$ cat config.mk
export PLATFORM = sky130hd
export DESIGN_NAME = dmem_arbiter_flat
export DESIGN_NICKNAME = d
export VERILOG_FILES = /design/src/rtl/dmem_arbiter_if.sv /design/src/rtl/dmem_arbiter.sv /design/src/flat_wrapper.sv
export SDC_FILE = /design/constraint.sdc
export NUM_CORES = 1
export LEC_CHECK = 0
export BUFFER_PORTS_ARGS = -buffer_cell sky130_fd_sc_hd__buf_2
export CAP_MARGIN = 25
export CORE_AREA = 3 3 117 119
export CTS_CLUSTER_SIZE = 28
export DETAILED_ROUTE_END_ITERATION = 10
export DIE_AREA = 0 0 120 122
export PLACE_DENSITY = 0.48
export SLEW_MARGIN = 40
export SYNTH_ARGS = -nofsm -noshare
export SYNTH_HDL_FRONTEND = slang
export SYNTH_SLANG_ARGS = --single-unit
$ cat constraint.sdc
create_clock -name clk -period 1.4 [get_ports clk]
set_input_delay 0.28 -clock clk [delete_from_list [all_inputs] [get_ports clk]]
set_output_delay 0.28 -clock clk [all_outputs]
set_load 0.03 [all_outputs]
$ cat src/rtl/dmem_arbiter_if.sv
// dmem_arbiter_if: M0/M1 request ports and data_mem port bundled for dmem_arbiter.
// slave is the arbiter's view; master is the requester/memory side.
interface dmem_arbiter_if #(
   parameter int AW = 32,
   parameter int DW = 32
);
   logic          m0_req_i;
   logic          m0_we_i;
   logic [AW-1:0] m0_addr_i;
   logic [DW-1:0] m0_wdata_i;
   logic          m0_gnt_o;
   logic          m0_rvalid_o;
   logic [DW-1:0] m0_rdata_o;
   logic          m1_req_i;
   logic          m1_we_i;
   logic [AW-1:0] m1_addr_i;
   logic [DW-1:0] m1_wdata_i;
   logic          m1_gnt_o;
   logic          m1_rvalid_o;
   logic [DW-1:0] m1_rdata_o;
   logic          s_req_o;
   logic          s_we_o;
   logic [AW-1:0] s_addr_o;
   logic [DW-1:0] s_wdata_o;
   logic [DW-1:0] s_rdata_i;
   logic          hold_flag_o;
   modport slave (
      input  m0_req_i, m0_we_i, m0_addr_i, m0_wdata_i,
      input  m1_req_i, m1_we_i, m1_addr_i, m1_wdata_i, s_rdata_i,
      output m0_gnt_o, m0_rvalid_o, m0_rdata_o,
      output m1_gnt_o, m1_rvalid_o, m1_rdata_o,
      output s_req_o, s_we_o, s_addr_o, s_wdata_o, hold_flag_o
   );
   modport master (
      output m0_req_i, m0_we_i, m0_addr_i, m0_wdata_i,
      output m1_req_i, m1_we_i, m1_addr_i, m1_wdata_i, s_rdata_i,
      input  m0_gnt_o, m0_rvalid_o, m0_rdata_o,
      input  m1_gnt_o, m1_rvalid_o, m1_rdata_o,
      input  s_req_o, s_we_o, s_addr_o, s_wdata_o, hold_flag_o
   );
endinterface

$ cat src/rtl/dmem_arbiter.sv
// dmem_arbiter: two-master arbiter for single-port data_mem with one-cycle read return.
// DMEM_ARB_RR_EN selects round-robin with MAX_BURST limit; otherwise M0 has fixed priority.
module dmem_arbiter #(
   parameter int AW        = 32,
   parameter int DW        = 32,
   parameter int MAX_BURST = 4
) (
   input logic           clk,
   input logic           rst,
   dmem_arbiter_if.slave bus
);
   typedef enum logic [1:0] {SEL_NONE, SEL_M0, SEL_M1} sel_t;
   localparam int BW = (MAX_BURST > 1) ? $clog2(MAX_BURST) : 1;
   localparam logic [BW-1:0] CNT_MAX = BW'(MAX_BURST - 1);
   sel_t          r_owner, r_last, r_rsel, w_gnt;
   logic [BW-1:0] r_cnt;
   logic          w_acc, w_g0, w_g1, w_we;
   logic [AW-1:0] w_addr;
   logic [DW-1:0] w_wdata;
   always_comb begin
      w_gnt = SEL_NONE;
`ifdef DMEM_ARB_RR_EN
      w_gnt = (r_owner == SEL_M0 && bus.m0_req_i) ?
                 ((bus.m1_req_i && r_cnt == CNT_MAX) ? SEL_M1 : SEL_M0) :
              (r_owner == SEL_M1 && bus.m1_req_i) ?
                 ((bus.m0_req_i && r_cnt == CNT_MAX) ? SEL_M0 : SEL_M1) :
              (bus.m0_req_i && bus.m1_req_i) ? ((r_last == SEL_M0) ? SEL_M1 : SEL_M0) :
              bus.m0_req_i ? SEL_M0 :
              bus.m1_req_i ? SEL_M1 : SEL_NONE;
`else
      w_gnt = bus.m0_req_i ? SEL_M0 : bus.m1_req_i ? SEL_M1 : SEL_NONE;
`endif
   end
   assign w_g0    = (w_gnt == SEL_M0);
   assign w_g1    = (w_gnt == SEL_M1);
   assign w_acc   = w_g0 | w_g1;
   assign w_we    = w_g0 ? bus.m0_we_i    : w_g1 ? bus.m1_we_i    : 1'b0;
   assign w_addr  = w_g0 ? bus.m0_addr_i  : w_g1 ? bus.m1_addr_i  : '0;
   assign w_wdata = w_g0 ? bus.m0_wdata_i : w_g1 ? bus.m1_wdata_i : '0;
   assign bus.m0_gnt_o    = w_g0;
   assign bus.m1_gnt_o    = w_g1;
   assign bus.s_req_o     = w_acc;
   assign bus.s_we_o      = w_we;
   assign bus.s_addr_o    = w_addr;
   assign bus.s_wdata_o   = w_wdata;
   assign bus.hold_flag_o = bus.m0_req_i & ~w_g0;
   assign bus.m0_rvalid_o = (r_rsel == SEL_M0);
   assign bus.m1_rvalid_o = (r_rsel == SEL_M1);
   assign bus.m0_rdata_o  = (r_rsel == SEL_M0) ? bus.s_rdata_i : '0;
   assign bus.m1_rdata_o  = (r_rsel == SEL_M1) ? bus.s_rdata_i : '0;
   // owner falls back to NONE on any idle cycle, which also clears the burst count
   always_ff @(posedge clk or posedge rst) begin
      if (rst) begin
         r_owner <= SEL_NONE;
         r_cnt   <= '0;
         r_last  <= SEL_M1;
         r_rsel  <= SEL_NONE;
      end else begin
         r_owner <= w_gnt;
         r_cnt   <= (!w_acc || w_gnt != r_owner) ? '0 : (r_cnt == CNT_MAX) ? r_cnt : r_cnt + 1'b1;
         r_last  <= w_acc ? w_gnt : r_last;
         r_rsel  <= (w_acc && !w_we) ? w_gnt : SEL_NONE;
      end
   end
endmodule

$ cat src/flat_wrapper.sv
// flat-port wrapper written by rule: the top's interface ports become plain ports
module dmem_arbiter_flat 
#(
   parameter int AW        = 32,
   parameter int DW        = 32,
   parameter int MAX_BURST = 4
)
  (clk, rst, bus_m0_req_i, bus_m0_we_i, bus_m0_addr_i, bus_m0_wdata_i, bus_m1_req_i, bus_m1_we_i, bus_m1_addr_i, bus_m1_wdata_i, bus_s_rdata_i, bus_m0_gnt_o, bus_m0_rvalid_o, bus_m0_rdata_o, bus_m1_gnt_o, bus_m1_rvalid_o, bus_m1_rdata_o, bus_s_req_o, bus_s_we_o, bus_s_addr_o, bus_s_wdata_o, bus_hold_flag_o);
  dmem_arbiter_if #(.AW(AW), .DW(DW)) bus_i ();
  input logic clk;
  input logic rst;
  input wire logic [$bits(bus_i.m0_req_i)-1:0] bus_m0_req_i;
  input wire logic [$bits(bus_i.m0_we_i)-1:0] bus_m0_we_i;
  input wire logic [$bits(bus_i.m0_addr_i)-1:0] bus_m0_addr_i;
  input wire logic [$bits(bus_i.m0_wdata_i)-1:0] bus_m0_wdata_i;
  input wire logic [$bits(bus_i.m1_req_i)-1:0] bus_m1_req_i;
  input wire logic [$bits(bus_i.m1_we_i)-1:0] bus_m1_we_i;
  input wire logic [$bits(bus_i.m1_addr_i)-1:0] bus_m1_addr_i;
  input wire logic [$bits(bus_i.m1_wdata_i)-1:0] bus_m1_wdata_i;
  input wire logic [$bits(bus_i.s_rdata_i)-1:0] bus_s_rdata_i;
  output wire logic [$bits(bus_i.m0_gnt_o)-1:0] bus_m0_gnt_o;
  output wire logic [$bits(bus_i.m0_rvalid_o)-1:0] bus_m0_rvalid_o;
  output wire logic [$bits(bus_i.m0_rdata_o)-1:0] bus_m0_rdata_o;
  output wire logic [$bits(bus_i.m1_gnt_o)-1:0] bus_m1_gnt_o;
  output wire logic [$bits(bus_i.m1_rvalid_o)-1:0] bus_m1_rvalid_o;
  output wire logic [$bits(bus_i.m1_rdata_o)-1:0] bus_m1_rdata_o;
  output wire logic [$bits(bus_i.s_req_o)-1:0] bus_s_req_o;
  output wire logic [$bits(bus_i.s_we_o)-1:0] bus_s_we_o;
  output wire logic [$bits(bus_i.s_addr_o)-1:0] bus_s_addr_o;
  output wire logic [$bits(bus_i.s_wdata_o)-1:0] bus_s_wdata_o;
  output wire logic [$bits(bus_i.hold_flag_o)-1:0] bus_hold_flag_o;
  assign bus_i.m0_req_i = bus_m0_req_i;
  assign bus_i.m0_we_i = bus_m0_we_i;
  assign bus_i.m0_addr_i = bus_m0_addr_i;
  assign bus_i.m0_wdata_i = bus_m0_wdata_i;
  assign bus_i.m1_req_i = bus_m1_req_i;
  assign bus_i.m1_we_i = bus_m1_we_i;
  assign bus_i.m1_addr_i = bus_m1_addr_i;
  assign bus_i.m1_wdata_i = bus_m1_wdata_i;
  assign bus_i.s_rdata_i = bus_s_rdata_i;
  assign bus_m0_gnt_o = bus_i.m0_gnt_o;
  assign bus_m0_rvalid_o = bus_i.m0_rvalid_o;
  assign bus_m0_rdata_o = bus_i.m0_rdata_o;
  assign bus_m1_gnt_o = bus_i.m1_gnt_o;
  assign bus_m1_rvalid_o = bus_i.m1_rvalid_o;
  assign bus_m1_rdata_o = bus_i.m1_rdata_o;
  assign bus_s_req_o = bus_i.s_req_o;
  assign bus_s_we_o = bus_i.s_we_o;
  assign bus_s_addr_o = bus_i.s_addr_o;
  assign bus_s_wdata_o = bus_i.s_wdata_o;
  assign bus_hold_flag_o = bus_i.hold_flag_o;
  dmem_arbiter #(.AW(AW), .DW(DW), .MAX_BURST(MAX_BURST)) u_core (.clk(clk), .rst(rst), .bus(bus_i));
endmodule
==> results of run 1 <==
## worst max path at each step
stage	to	from	depth (start not counted)	slack, ns
6_report	bus_m0_rdata_o[26]	u_core.r_rsel[0]	4	-0.18
5_1_grt	bus_m0_rdata_o[26]	u_core.r_rsel[0]	4	-0.21
4_1_cts	bus_m0_rdata_o[26]	u_core.r_rsel[0]	4	-0.17
3_5_place_dp	bus_s_wdata_o[20]	bus_m0_req_i	5	-0.21
3_3_place_gp	bus_s_wdata_o[21]	bus_m0_req_i	5	-0.18
2_1_floorplan	bus_m1_rdata_o[22]	u_core.r_rsel[0]	3	0.005
## routing by layer
layer	routed length, µm	track usage (%)	up-vias
met4	50	1.50	0
met3	1140	3.02	6
li1	-	-	1212
met2	5830	25.3	186
met1	3870	13.7	1137
met5	0	0	-
## cell usage after synthesis
cell,instances,share of area [%]
clkbuf_1,8,2.5
and2b_1,1,0.62
and2_1,64,33
dfrtp_1,2,4.1
inv_1,1,0.31
buf_6,4,3.7
or2_2,1,0.52
conb_1,1,0.31
buf_4,2,1.2
nor2b_4,1,1.1
a22o_1,65,47
buf_2,9,3.7
nor2b_1,3,1.6
## cell families after synthesis
| group | count (synthesis) | share of synthesized area (%) |
|---|---|---|
| AO/OA/AOI/OAI | 65 | 47.1 |
| buffers and inverters | 24 | 11.5 |
| flip-flops | 2 | 4.14 |
| other | 1 | 0.310 |
| AND/OR/NAND/NOR | 70 | 37.0 |
## power groups by stage
| stage | Combinational (mW) | Clock (mW) | Sequential (mW) |
|---|---|---|---|
| after detailed placement | 1.23 | 0 | 0.0624 |
| after CTS | 1.62 | 0.431 | 0.0622 |
| after floorplan | 0.715 | 0 | 0.0622 |
| after global routing | 1.76 | 0.436 | 0.0623 |
| final | 1.68 | 0.425 | 0.0621 |
| after global placement | 1.22 | 0 | 0.0622 |
## cell type report
cell class / count / share of cell area [%]
multi-input combinational: 136 / 26.2
timing repair buffer: 329 / 65.9
sequential: 2 / 1.16
clock buffer: 3 / 1.74
tap: 172 / 4.99
inverter: 1 / 0.0870
## metrics by stage
| step | TNS, ns | power [mW] | hold WS, ns |
|---|---|---|---|
| finish | -14.27 | 2.17 | 0.238 |
| global route | -18.81 | 2.26 | 0.244 |
| CTS | -13.54 | 2.12 | 0.233 |
| detailed placement | -3.01 | 1.29 | 0.135 |
| global placement | -1.57 | 1.28 | 0.129 |
| floorplan | 0 | 0.777 | 0.0212 |
## critical path, cell delays in order, from the launching register on
cell	delay [ns]
dfrtp_1	0.37
and2b_2	0.21
buf_12	0.16
and2_2	0.20
buf_6	0.13
## timing repair
action	in CTS	in global routing
gates cloned	6	4
resized for setup	271	33
pin swaps	6	11
hold buffers	1	0
endpoints found under the hold margin	2	0
endpoints found under the setup margin	120	130
setup buffers	6	9
==> impl_metrics.py, run 1 <==
metrics = {
    "status": {
        "outcome": "finished with violations",
        "violations": "negative setup slack",
    },
    "global_routing": {
        "antenna_found_initial": 0,
        "grt_remaining_overflow": 0,
        "grt_start_max_net_pins": 34,
        "grt_pass1_vias": 2719,
        "grt_pass1_wl_mm": 14.8,
        "grt_usage_pct": 12.6,
    },
    "layout": {
        "drive_gt1_share_pct": 78.8,
        "multi_input_comb_area_um2": 1130,
        "reg_top3": "u_core.r_rsel x2",
        "final_cell_count_no_fill": 643,
        "fin_nets": 639,
        "seq_area_um2": 50.0,
        "fin_util_pct": 34.1,
        "area_delta_synth_final_pct": 257,
        "largest_register": "u_core.r_rsel",
        "mostFrequentLayoutCells": "buf_2, buf_6, a22o_1",
        "fill_cells": 1294,
        "largest_reg_flops": 2,
        "final_common_cell": "buf_2",
        "num_antenna_cells": 0,
        "stdcell_area_um2": 4320,
    },
    "clocking": {
        "clock_sinks": 2,
        "cts-buffers-inserted": 3,
        "clkTransAtPathRegs_ns": 0.03,
        "cts_root_buffer": "clkbuf_16",
        "clockBufferDepth": 2,
        "htreeDepth": 1,
        "tritoncts": "yes",
    },
    "pwr": {
        "clockPowerShare_pct": 19.6,
        "p_per_area_nw_per_um2": 502,
        "p_sw_mw": 0.906,
        "swShare_pct": 41.8,
        "leakage_nw": 2.28,
        "pwr-share-comb_pct": 77.5,
        "peakVddDrop_mv": 0.295,
        "pwr-share-seq_pct": 2.9,
        "p_int_mw": 1.26,
    },
    "timing": {
        "period_share_pct": 113,
        "final.setup.worst_slack_ns": -0.181,
        "max_freq_ghz": 0.632,
        "fin_crit_ns": 1.58,
        "finalSetupViolCount": 125,
        "slew_viol_final": 0,
        "finalHoldViolCount": 0,
        "rsz0062_at_grt": "yes",
    },
    "min_path": {
        "whs_endpoint": "u_core.r_rsel[0]",
        "worstHoldPathCells": 2,
        "worstHoldStart": "bus_m0_we_i",
        "hold_class": "in2reg",
    },
    "floorplanning": {
        "core_um2": 12700,
        "pin_count": 301,
        "fp.dieH_um": 122,
        "die-width_um": 120,
        "start_util_pct": 9.54,
        "num_rows": 41,
        "dieArea_um2": 14600,
    },
    "routing": {
        "first_pass_iters": 4,
        "routedWlPerCell_um": 16.9,
        "ant_nets": 0,
        "via_per_inst": 3.95,
        "vias": 2541,
        "drcViolationCount": 0,
        "drt_iter0_markers": 53,
        "wl_mm": 10.9,
    },
    "place": {
        "gp_congestion": 0.780,
        "portBuffers": 299,
        "place_ws_ns": -0.207,
        "detailed_place.area_um2": 2970,
        "dp_cells": 620,
        "hpwl_mm": 7.97,
    },
    "yosys": {
        "syn_area_um2": 1210,
        "synthCells": 162,
        "synth_cell_types": 13,
        "ys_warn_count": 0,
        "ys_ff_latch": 2,
        "synth_nets": 328,
        "ys_seq_area_share_pct": 4.14,
        "avgSynthCellArea_um2": 7.46,
    },
    "setup_path": {
        "crit_type": "reg2out",
        "worstSetupEndpointType": "primary output",
        "crit_fanout": 33,
        "startpoint_type": "flop",
        "crit_arrival_ns": 1.30,
        "crit_required_ns": 1.12,
    },
    "flow_run": {
        "maxCapViolCount": 0,
    },
}
No activity file was read; power rests on OpenSTA's default activity.
==> run 2, diff against run 1 <==
- CELL_PAD_IN_SITES_DETAIL_PLACEMENT: unset -> 1
- CELL_PAD_IN_SITES_GLOBAL_PLACEMENT: unset -> 1
- CORE_AREA: 3 3 117 119 -> 3 3 116 118
- DIE_AREA: 0 0 120 122 -> 0 0 119 121
- PLACE_DENSITY: 0.48 -> 0.77
- SKIP_CTS_REPAIR_TIMING: unset -> 1
==> impl_metrics.py, run 2 (same netlist as run 1, synthesis figures left out) <==
metrics = {
    "routing": {
        "wl_mm": 11.5,
        "vias": 2605,
        "ant_nets": 0,
        "drcViolationCount": 0,
        "first_pass_iters": 4,
        "routedWlPerCell_um": 18.1,
        "via_per_inst": 4.08,
        "drt_iter0_markers": 65,
    },
    "layout": {
        "seq_area_um2": 50.0,
        "drive_gt1_share_pct": 77.5,
        "largest_register": "u_core.r_rsel",
        "fill_cells": 1507,
        "largest_reg_flops": 2,
        "num_antenna_cells": 0,
        "multi_input_comb_area_um2": 1130,
        "fin_util_pct": 33.3,
        "fin_nets": 635,
        "area_delta_synth_final_pct": 247,
        "mostFrequentLayoutCells": "buf_2, buf_6, a22o_1",
        "reg_top3": "u_core.r_rsel x2",
        "final_common_cell": "buf_2",
    },
    "timing": {
        "fin_crit_ns": 1.60,
        "slew_viol_final": 0,
        "hold_slack_ns": 0.237,
        "rsz0062_at_grt": "yes",
        "max_freq_ghz": 0.626,
        "final.setup.worst_slack_ns": -0.198,
        "period_share_pct": 114,
        "finalSetupViolCount": 109,
        "finalHoldViolCount": 0,
    },
    "floorplanning": {
        "fp.dieH_um": 121,
        "core_um2": 12600,
        "dieArea_um2": 14400,
        "die-width_um": 119,
        "num_rows": 41,
        "pin_count": 301,
        "start_util_pct": 9.62,
    },
    "global_routing": {
        "grt_usage_pct": 10.8,
        "grt_start_max_net_pins": 34,
        "grt_pass1_wl_mm": 12.8,
        "grt_remaining_overflow": 0,
        "antenna_found_initial": 1,
        "grt_pass1_vias": 2547,
    },
    "pwr": {
        "p_int_mw": 1.22,
        "pwr-share-seq_pct": 2.9,
        "clockPowerShare_pct": 20.0,
        "leakage_nw": 2.23,
        "p_per_area_nw_per_um2": 506,
        "p_sw_mw": 0.899,
        "pwr-share-comb_pct": 77.1,
        "peakVddDrop_mv": 0.267,
        "power_mw": 2.12,
        "swShare_pct": 42.4,
    },
    "clocking": {
        "tritoncts": "yes",
        "cts_root_buffer": "clkbuf_16",
        "cts-buffers-inserted": 3,
        "clockBufferDepth": 2,
        "clock_sinks": 2,
        "clkTransAtPathRegs_ns": 0.03,
        "htreeDepth": 1,
    },
    "min_path": {
        "worstHoldStart": "bus_m1_we_i",
        "whs_endpoint": "u_core.r_rsel[1]",
        "worstHoldPathCells": 2,
        "hold_class": "in2reg",
    },
    "flow_run": {
        "maxCapViolCount": 0,
    },
    "setup_path": {
        "max_stage_delay_ns": 0.37,
        "path_cells": "and2b_2 -> buf_12 -> and2_2 -> buf_6",
        "worstSetupEndpointType": "primary output",
        "startpoint_type": "flop",
        "crit_fanout": 17,
        "crit_arrival_ns": 1.32,
        "cp_slowest_cell": "dfrtp_1",
        "crit_type": "reg2out",
        "crit_required_ns": 1.12,
    },
    "place": {
        "gp_congestion": 0.747,
        "hpwl_mm": 8.06,
        "portBuffers": 299,
    },
    "status": {
        "violations": "negative setup slack",
        "outcome": "finished with violations",
    },
}
run 2: worst max path at each step:
stage,cells after the start,from,slack [ns],to
floorplan,3,u_core.r_rsel[0],0.005,bus_m1_rdata_o[22]
global placement,5,bus_m0_req_i,-0.06,bus_s_wdata_o[16]
detailed placement,5,bus_m0_req_i,-0.08,bus_s_wdata_o[16]
CTS,4,u_core.r_rsel[0],-0.23,bus_m1_rdata_o[26]
global route,4,u_core.r_rsel[1],-0.25,bus_m0_rdata_o[0]
finish,4,u_core.r_rsel[0],-0.20,bus_m0_rdata_o[30]
run 2: stage by stage:
step / instances / TNS, ns / setup slack (ns) / instance area [µm²]
after floorplan: 162 / 0 / 0.00509 / 1240
after global placement: 622 / -0.729 / -0.0618 / 3000
after detailed placement: 622 / -1.61 / -0.0761 / 3000
after CTS: 625 / -14.24 / -0.230 / 3070
after global routing: 639 / -16.98 / -0.255 / 4190
final: 639 / -10.53 / -0.198 / 4190
run 2: cell type report:
type                            instances  area share (%)
Clock buffer                            3            1.79
Inverter                                1          0.0896
Multi-Input combinational cell        136            27.0
Sequential cell                         2            1.19
Tap cell                              172            5.14
Timing Repair Buffer                  325            64.8
run 2: routing by layer:
| metal | routed length, µm | GRT usage [%] | vias up |
|---|---|---|---|
| li1 | - | - | 1207 |
| met1 | 3860 | 11.6 | 1198 |
| met2 | 6410 | 20.2 | 188 |
| met3 | 1160 | 4.76 | 10 |
| met4 | 108 | 1.09 | 2 |
| met5 | 13 | 0 | - |
run 2: critical path, delay by kind of cell (launching register included):
kind                   cells  cell delay, ns
AND/OR/NAND/NOR            2            0.44
flip-flops                 1            0.37
buffers and inverters      2            0.30
run 2: power groups by stage:
stage / logic, mW / clock network, mW / registers [mW]
CTS: 1.23 / 0.435 / 0.0619
global route: 1.71 / 0.441 / 0.0629
global placement: 1.22 / 0 / 0.0623
floorplan: 0.715 / 0 / 0.0622
detailed placement: 1.23 / 0 / 0.0625
finish: 1.63 / 0.424 / 0.0622
==> run 3, diff against run 2 <==
- CTS_BUF_LIST: unset -> sky130_fd_sc_hd__clkbuf_2
==> impl_metrics.py, run 3 (same netlist as run 1, synthesis figures left out) <==
metrics = {
    "routing": {
        "drt_iter0_markers": 69,
        "wl_mm": 11.5,
        "drcViolationCount": 0,
        "ant_nets": 0,
        "vias": 2622,
        "via_per_inst": 4.10,
        "maxUsedRoutingLayer": "met5",
        "routedWlPerCell_um": 18.0,
        "met2_length_mm": 6.36,
        "met3WireLength_mm": 1.12,
        "first_pass_iters": 4,
        "met1Wirelength_mm": 3.89,
    },
    "layout": {
        "final_common_cell": "buf_2",
        "stdcell_area_um2": 4150,
        "num_antenna_cells": 0,
        "largest_reg_flops": 2,
        "fin_nets": 635,
        "multi_input_comb_area_um2": 1160,
        "area_delta_synth_final_pct": 243,
        "fin_util_pct": 33.0,
        "fill_cells": 1503,
        "reg_top3": "u_core.r_rsel x2",
        "mostFrequentLayoutCells": "buf_2, buf_6, a22o_1",
        "final_cell_count_no_fill": 639,
        "seq_area_um2": 50.0,
        "drive_gt1_share_pct": 79.2,
        "largest_register": "u_core.r_rsel",
    },
    "pwr": {
        "pwr-share-comb_pct": 91.6,
        "clockPowerShare_pct": 4.9,
        "peakVddDrop_mv": 0.147,
        "p_sw_mw": 0.871,
        "p_int_mw": 0.926,
        "pwr-share-seq_pct": 3.5,
        "p_per_area_nw_per_um2": 433,
        "swShare_pct": 48.5,
        "leakage_nw": 2.23,
    },
    "timing": {
        "finalHoldViolCount": 0,
        "fin_crit_ns": 1.57,
        "final.setup.worst_slack_ns": -0.167,
        "rsz0062_at_grt": "yes",
        "period_share_pct": 112,
        "max_freq_ghz": 0.638,
        "finalSetupViolCount": 107,
        "hold_slack_ns": 0.271,
        "slew_viol_final": 0,
    },
    "clocking": {
        "tritoncts": "yes",
        "cts_root_buffer": "clkbuf_2",
        "cts-buffers-inserted": 3,
        "clkTransAtPathRegs_ns": 0.03,
        "htreeDepth": 1,
        "clock_sinks": 2,
        "clockBufferDepth": 2,
    },
    "setup_path": {
        "worstSetupEndpointType": "primary output",
        "startpoint_type": "flop",
        "crit_type": "reg2out",
        "crit_required_ns": 1.12,
        "path_cells": "and2b_2 -> buf_12 -> and2_2 -> buf_6",
        "cp_top_family": "simple AND/OR/NAND/NOR gates",
        "max_stage_delay_ns": 0.37,
        "crit_fanout": 17,
        "critPathBufInv": 2,
        "cp_slowest_cell": "dfrtp_1",
        "crit_arrival_ns": 1.29,
    },
    "place": {
        "place_ws_ns": -0.0761,
        "portBuffers": 299,
        "gp_congestion": 0.747,
        "hpwl_mm": 8.06,
        "detailed_place.area_um2": 3000,
        "dp_cells": 622,
    },
    "global_routing": {
        "grt_pass1_vias": 2529,
        "grt_start_max_net_pins": 34,
        "grt_pass1_wl_mm": 12.8,
        "antenna_found_initial": 1,
        "grt_usage_pct": 10.8,
        "grt_remaining_overflow": 0,
    },
    "floorplanning": {
        "start_util_pct": 9.62,
        "die-width_um": 119,
        "num_rows": 41,
        "pin_count": 301,
        "core_um2": 12600,
        "fp.dieH_um": 121,
        "dieArea_um2": 14400,
    },
    "status": {
        "outcome": "finished with violations",
        "violations": "negative setup slack",
    },
    "min_path": {
        "hold_class": "in2reg",
    },
    "flow_run": {
        "maxCapViolCount": 0,
    },
}
-- run 3: cell count changes in the layout (fill, tap and decap cells not counted), moves of 3 or more --
cell | before | now
and2_1 | 42 | 34
and2_2 | 15 | 10
and2_4 | 7 | 20
clkbuf_16 | 9 | 6
clkbuf_2 | 0 | 3
-- run 3: worst paths after layout --
check                            startpoint                  to  cells after the start
max in group asynchronous               rst    u_core.r_rsel[0]                      3
worst max-delay path       u_core.r_rsel[0]  bus_m0_rdata_o[27]                      4
worst min-delay path            bus_m1_we_i    u_core.r_rsel[1]                      2
min in group asynchronous               rst    u_core.r_rsel[1]                      3
-- run 3: cell type report --
type	count	share of cell area, %
multi-input cells	136	27.9
flip-flops and latches	2	1.21
clock buffers	3	0.362
well taps	172	5.18
repair buffers	325	65.3
inverters	1	0.0904
-- run 3: power groups by stage --
stage	registers (mW)	clock network (mW)	logic [mW]
final	0.0623	0.0884	1.65
after global routing	0.0629	0.0973	1.73
after CTS	0.0619	0.0966	1.23
after detailed placement	0.0625	0	1.23
after global placement	0.0623	0	1.22
after floorplan	0.0622	0	0.715
-- run 3: per-layer routing --
| layer | up-vias | GRT usage (%) |
|---|---|---|
| met3 | 12 | 4.62 |
| li1 | 1211 | - |
| met2 | 184 | 20.1 |
| met5 | - | 0 |
| met1 | 1213 | 11.6 |
| met4 | 2 | 1.30 |
-- run 3: metrics by stage --
step	power [mW]	TNS, ns
detailed placement	1.29	-1.61
global placement	1.28	-0.729
global route	1.89	-15.55
floorplan	0.777	0
CTS	1.39	-13.13
finish	1.80	-8.39
